==> config.mk <==
export PLATFORM = sky130hd
export DESIGN_NAME = frame_bram_arbiter
export DESIGN_NICKNAME = d
export VERILOG_FILES = /design/src/rtl/frame_bram_pkg.sv /design/src/rtl/bram_wr_fifo.sv /design/src/rtl/frame_bram_arbiter.sv
export SDC_FILE = /design/constraint.sdc
export NUM_CORES = 1
export LEC_CHECK = 0
export CAP_MARGIN = 0
export CORE_ASPECT_RATIO = 0.6
export CORE_UTILIZATION = 35
export CTS_BUF_LIST = sky130_fd_sc_hd__clkbuf_4
export DETAILED_ROUTE_END_ITERATION = 8
export GPL_TIMING_DRIVEN = 0
export SYNTH_ARGS = -nofsm -noshare
export SYNTH_HDL_FRONTEND = slang
export SYNTH_SLANG_ARGS = --single-unit
==> constraint.sdc <==
create_clock -name VGA_480_CLK -period 5.8 [get_ports VGA_480_CLK]
set_clock_uncertainty 0.1 [all_clocks]
set_input_delay 1.16 -clock VGA_480_CLK [delete_from_list [all_inputs] [get_ports VGA_480_CLK]]
set_output_delay 1.16 -clock VGA_480_CLK [all_outputs]
set_load 0.05 [all_outputs]
==> src/rtl/frame_bram_pkg.sv <==
// frame_bram_pkg: frame geometry, address width and fill sequencer states shared by the frame BRAM arbiter.
package frame_bram_pkg;
  localparam int FRAME_W = 640;
  localparam int FRAME_H = 480;
  localparam int FRAME_DEPTH = FRAME_W * FRAME_H;
  localparam int ADDR_W = 19;
  typedef enum logic {ST_IDLE, ST_FILL} fill_state_t;
endpackage

==> src/rtl/bram_wr_fifo.sv <==
// bram_wr_fifo: small synchronous FIFO of {addr,data} client writes waiting for a free BRAM slot.
module bram_wr_fifo
  import frame_bram_pkg::*;
#(
  parameter int AW  = ADDR_W,
  parameter int LG2 = 2
) (
  input  logic          VGA_480_CLK,
  input  logic          RESET,
  input  logic          push,
  input  logic [AW-1:0] push_addr,
  input  logic          push_data,
  input  logic          pop,
  output logic [AW-1:0] head_addr,
  output logic          head_data,
  output logic          full,
  output logic          empty
);
  logic [AW:0]    mem [2**LG2];
  logic [LG2-1:0] wp, rp;
  logic [LG2:0]   cnt;
  logic           do_push, do_pop;
  assign do_push = push && !full;
  assign do_pop = pop && !empty;
  assign full = cnt == (LG2+1)'(2**LG2);
  assign empty = cnt == '0;
  assign {head_addr, head_data} = mem[rp];
  always_ff @(posedge VGA_480_CLK)
    if (do_push) mem[wp] <= {push_addr, push_data};
  always_ff @(posedge VGA_480_CLK) begin
    if (RESET) begin
      wp <= '0;
      rp <= '0;
      cnt <= '0;
    end else begin
      if (do_push) wp <= wp + 1'b1;
      if (do_pop) rp <= rp + 1'b1;
      cnt <= cnt + (LG2+1)'(do_push) - (LG2+1)'(do_pop);
    end
  end
endmodule

==> src/rtl/frame_bram_arbiter.sv <==
// frame_bram_arbiter: shares the single-port frame BRAM between scan-out reads, a whole-frame fill and queued client writes.
module frame_bram_arbiter
  import frame_bram_pkg::*;
#(
  parameter int AW       = ADDR_W,
  parameter int DEPTH    = FRAME_DEPTH,
  parameter int FIFO_LG2 = 2
) (
  input  logic          VGA_480_CLK,
  input  logic          RESET,
  input  logic          disp_active,
  input  logic [AW-1:0] disp_addr,
  output logic          rd_valid,
  input  logic          wr_valid,
  input  logic [AW-1:0] wr_addr,
  input  logic          wr_data,
  output logic          wr_ready,
  input  logic          fill_start,
  input  logic          fill_val,
  output logic          fill_busy,
  output logic          fill_done,
  output logic [AW-1:0] bram_addr,
  output logic          bram_we,
  output logic          bram_din
);
  fill_state_t   state, state_n;
  logic [AW-1:0] fill_addr, head_addr;
  logic          fill_v, head_data, full, empty, done_q;
  logic          g_fill, g_pop, last, start;
  bram_wr_fifo #(.AW(AW), .LG2(FIFO_LG2)) u_fifo (
    .VGA_480_CLK(VGA_480_CLK),
    .RESET(RESET),
    .push(wr_valid),
    .push_addr(wr_addr),
    .push_data(wr_data),
    .pop(g_pop),
    .head_addr(head_addr),
    .head_data(head_data),
    .full(full),
    .empty(empty)
  );
  assign wr_ready = !full;
  assign fill_busy = state == ST_FILL;
  // Scan-out always wins; the fill starves the FIFO until the frame is done.
  always_comb begin
    g_fill = !disp_active && state == ST_FILL;
    g_pop = !disp_active && state == ST_IDLE && !empty;
    last = g_fill && fill_addr == AW'(DEPTH - 1);
    start = state == ST_IDLE && fill_start;
    state_n = start ? ST_FILL : last ? ST_IDLE : state;
  end
  always_ff @(posedge VGA_480_CLK) begin
    if (RESET) begin
      state <= ST_IDLE;
      fill_addr <= '0;
      fill_v <= 1'b0;
      done_q <= 1'b0;
      fill_done <= 1'b0;
      rd_valid <= 1'b0;
      bram_addr <= '0;
      bram_we <= 1'b0;
      bram_din <= 1'b0;
    end else begin
      state <= state_n;
      done_q <= last;
      fill_done <= done_q;
      if (start) begin
        fill_addr <= '0;
        fill_v <= fill_val;
      end else if (g_fill && !last) begin
        fill_addr <= fill_addr + 1'b1;
      end
      rd_valid <= disp_active;
      bram_we <= g_fill || g_pop;
      bram_addr <= disp_active ? disp_addr : g_fill ? fill_addr : head_addr;
      bram_din <= g_fill ? fill_v : g_pop && head_data;
    end
  end
endmodule
Word-level counts from Yosys, hierarchy flattened
Memory sizes are Yosys's and may differ from the RTL's. A register that Yosys moved wholly into a read port is not among the register bits. Index checks and enable logic that the tools add are counted.

Register bits after elaboration: 52. Memory bits (writable): 80. Input port bits: 45. Logic and storage cells: 47. Memories kept: 1.

Add/sub/neg operators: 5. Equality and inequality tests: 2. Multiplexer cells: 9. Bitwise operators: 1. Reductions and logical operators: 17.

Memories: u_fifo.mem (words 4, width 20, read ports 1, clocked after Yosys merged registers in 1, write ports 1, RTL line bram_wr_fifo.sv:19) `logic [AW:0] mem [2**LG2];`.

Operator list (number): 19-bit two-way mux (2); 19-bit by 1-bit adder with 19-bit output, second input constant (1); 19-bit equality test, second input constant (1); 1-bit logical AND (9); 1-bit two-way mux (5); 2-bit by 1-bit adder with 2-bit output, second input constant (2); 1-bit zero test (4); 2-bit two-way mux (2); 3-bit by 1-bit adder with 3-bit output (1); 3-bit equality test, second input constant (1); 3-bit zero test (1); 3-bit by 1-bit subtractor with 3-bit output (1); 2-bit nonzero test (1); 2-bit OR reduction (1); 1-bit logical OR (1); 1-bit inverter (1).

Longest topological paths before layout
Depth after elaboration: 6. Depth in mapped cells: 10. Depth with buffers taken out: 10.

Modules after synthesis
A second synthesis with hierarchy kept.

Cell total of the unflattened synthesis: 396. Area total of the unflattened synthesis: 5514.0 µm².

Modules (own cells, without submodules): bram_wr_fifo (times used 1, cells each 155, area each 3358.2 µm²); frame_bram_arbiter (times used 1, cells each 241, area each 2155.8 µm²).

Least setup slack after synthesis
OpenSTA, ideal clock, no wires.

Kind: input port to flip-flop. Start: in disp_active. End: reg u_fifo.cnt[2]. Data arrival time: 2.770 ns. Data required time: 5.572 ns. Path slack: 2.802 ns. Stages on the path: 9. Cell sequence: nor3_1 > ha_1 > inv_1 > ha_1 > inv_1 > fa_1 > xor2_1 > xnor2_1 > nor2_1.

Longest elaborated chain between the ends: 5.

RTL lines: start: declaration (RTL line frame_bram_arbiter.sv:11) `input logic disp_active,`; 1-bit zero test (RTL line frame_bram_arbiter.sv:47) `g_pop = !disp_active && state == ST_IDLE && !empty;`; 1-bit logical AND (2 in series) (RTL line frame_bram_arbiter.sv:47); 1-bit logical AND (RTL line bram_wr_fifo.sv:24) `assign do_pop = pop && !empty;`; 3-bit by 1-bit subtractor with 3-bit output (RTL line bram_wr_fifo.sv:38) `cnt <= cnt + (LG2+1)'(do_push) - (LG2+1)'(do_pop);`; end signal: assignment (RTL line bram_wr_fifo.sv:38); end: declaration (RTL line bram_wr_fifo.sv:21) `logic [LG2:0] cnt;`.

No other way between the ends. A chain may end at the register's enable or synchronous reset.

Worst setup path after layout
Start: reg u_fifo.cnt[1]. End: out wr_ready.

Longest elaborated chain between the ends: 2.

RTL lines: 3-bit equality test (RTL line bram_wr_fifo.sv:25) `assign full = cnt == (LG2+1)'(2**LG2);`; 1-bit zero test (RTL line frame_bram_arbiter.sv:42) `assign wr_ready = !full;`; end: declaration (RTL line frame_bram_arbiter.sv:17) `output logic wr_ready,`.

No other way between the ends.

==> metrics.cfg <==
[setup_path]
crit_required_ps=4540
cp_num_buf_inv=1
end_kind=output port
slowest_delay_ps=840
r2r-end=u_fifo.cnt[2]
critPathMaxFanout=6
cp_top_family=buffers and inverters
r2r-start=fill_busy
cp.arrival_ps=2000
slowest_stage=clkdlybuf4s50_1
rrSetupSlack_ps=3260
cp-startpoint=u_fifo.cnt[1]
critPathKind=reg2out
worstPathCellList=nor2_1 -> nand2_1 -> clkdlybuf4s50_1
worst_setup_path_start_kind=flip-flop
reg2regPathDepth=10

[synth]
ys.flop_type=edfxtp_1
synth_edf_count=80
async_reset_ff_frac=0
yosysMostFrequentCell=edfxtp_1
synth_cells=388
syn_area_mm2=0.00530
ys_warn_count=0
synth.yosys.seq_area_share=0.657
synth_fp_nets=441
synth_top_area_share=0.453
syn_area_per_cell_um2=13.7
synth_largest_area_cell=edfxtp_1
synth_top_cells_by_count=edfxtp_1, nor2_1, dfxtp_1, a21oi_1, mux2i_1
synth.area.top_cells=edfxtp_1, dfxtp_1, mux4_2, nor2_1, mux2i_1
synth.distinct_cells=38
ys_seq_elements=134

[finish]
regArea_mm2=0.00348
nFillCells=1359
insertedDiodeCount=0
final_util=0.441
drive_above_1_share=0.117
synthToLayoutAreaGrowth_pct=21.7
finalNonFillerCells=685
fin_nets=528
multi_input_comb_area_mm2=0.00170

[grt]
grt_max_degree=21
overflow=0
grt_pass1_vias=3457
antenna_found_initial=0
grt_first_pass_wirelength_mm=18.7
grt_usage=0.160

[clocking]
cts_buffer_depth=2
cts_resized=0
htree_num_levels=4
numCtsBuffers=17
clock_sinks=134
clkTransAtPathRegs_ps=110
post_cts_buffers=0
ctsHoldBuffers=0
tritoncts=built
worstSkewPairLatency_ps=500
cts-root-buf=clkbuf_4

[flow_run]
drv_cap=0

[detailed_routing]
viasPerCell=4.87
drcViolationCount=0
wirelength_mm=11.6
final_antenna_net_count=0
vias=3333
avgRoutedWirePerCell_um=17.0
firstDrtPassIters=4
drtIter0Drc=202

[timing]
max_freq_mhz=307
worst_pin_slew_ps=1170
maxSlewHeadroom=0.218
period_share=0.562
rsz0062_at_grt=false
setup_viol=0
final.setup.worst_slack_ps=2540
final_max_slew_viol_count=0
finalHoldViolCount=0
post-route-min-period_ps=3260
fin_tns_setup_ps=0

[placement]
place_congestion=0.777
place_ws_ps=2020
post-dp-hpwl_mm=8.10
dp_cells=654
numPortBuffers=68

[pwr]
p_sw_frac=0.303
pwr-share-seq=0.535
power_density_mw_per_mm2=331
p_int_w=0.00149
peakVddDrop_mv=0.101
power.share.clock=0.235
combPwrFrac=0.230
p_sw_w=0.000646
leakagePower_nw=2.15

[floorplan]
fp.dieW_um=161
start_util=0.362
io_pins=70
dieArea_mm2=0.0157
core_mm2=0.0146
rows=34
die_h_um=97.3

[status]
outcome=completed

[worst_hold_path]
hold_depth=1
hold_end=fill_done
hp-start=done_q
min_path_type=reg2reg

power by group through the flow:
stage	sequential, W	combinational, W	clock [W]
6_report	0.00114	0.000490	0.000502
5_1_grt	0.00115	0.000537	0.000558
4_1_cts	0.00114	0.000500	0.000514
3_5_place_dp	0.00116	0.000497	0
3_3_place_gp	0.00116	0.000488	0
2_1_floorplan	0.00121	0.000272	0
cell families after synthesis:
| group | share of synthesized area |
|---|---|
| DFF | 0.657 |
| and+or+nand+nor | 0.107 |
| AOI/OAI and AO/OA | 0.0460 |
| muxes | 0.125 |
| buffers and inverters | 0.0219 |
| xor gates and xnor gates | 0.0231 |
| adders and majority gates | 0.0203 |
stage by stage:
| stage | hold WS, ps | area (µm²) | power (W) |
|---|---|---|---|
| 2_1_floorplan | 314 | 5300 | 0.00148 |
| 6_report | 356 | 6450 | 0.00213 |
| 3_3_place_gp | 331 | 6230 | 0.00165 |
| 3_5_place_dp | 330 | 6230 | 0.00166 |
| 4_1_cts | 355 | 6450 | 0.00216 |
| 5_1_grt | 392 | 6450 | 0.00225 |
worst reg2reg max path: stages, from the launching register on:
cell and delay (ps):
dfxtp_1 330, clkbuf_1 140, nor3_1 540, ha_1 340, inv_1 60, ha_1 130, inv_1 50, fa_1 370
xor2_1 190, xnor2_1 140, nor2_1 50
registers in the layout, summed over array words and instances, names as in the netlist, named ones only:
name,cells
u_fifo.mem,80
fill_v,1
fill_busy,1
rd_valid,1
u_fifo.rp,2
fill_addr,19
u_fifo.cnt,3
bram_we,1
done_q,1
fill_done,1
u_fifo.wp,2
bram_din,1
bram_addr,19
layout by cell type (no fill, tap or decap), types with 2 or more instances in the layout:
master,n
a211oi_1,3
a21oi_1,25
a31oi_1,2
and2_1,2
and3_1,7
and4_1,2
buf_2,3
clkbuf_1,16
clkbuf_4,18
clkdlybuf4s50_1,68
clkinv_2,5
clkinv_4,3
clkinvlp_4,3
dfxtp_1,54
edfxtp_1,80
ha_1,7
inv_1,8
mux2i_1,21
mux4_2,20
nand2_1,10
nand3_1,8
nand4_1,2
nor2_1,64
nor2b_1,5
nor3_1,7
o21ai_0,7
or2_2,2
or3_1,5
or4_1,2
xnor2_1,11
xor2_1,3
cell type report:
| type | instances | area share |
|---|---|---|
| Sequential cell | 134 | 0.540 |
| Clock buffer | 18 | 0.0209 |
| Timing Repair Buffer | 68 | 0.105 |
| Clock inverter | 13 | 0.0134 |
| Multi-Input combinational cell | 226 | 0.264 |
| Tap cell | 198 | 0.0384 |
| Buffer | 20 | 0.0134 |
| Inverter | 8 | 0.00465 |
worst max path at each step:
stage               endpoint  depth (start not counted)
6_report            wr_ready                          3
3_5_place_dp   u_fifo.cnt[2]                         10
2_1_floorplan  u_fifo.cnt[2]                          9
3_3_place_gp   u_fifo.cnt[2]                         10
4_1_cts             wr_ready                          3
5_1_grt             wr_ready                          3
metal layers:
layer / vias to the layer above / global-route usage / part of all wire
met2: 99 / 0.231 / 0.43
met3: 5 / 0.0410 / 0.074
li1: 1598 / - / -
met5: - / 0 / 0
met1: 1631 / 0.235 / 0.49
met4: 0 / 0.0501 / 0.0045
(Power assumes the default switching activity.)
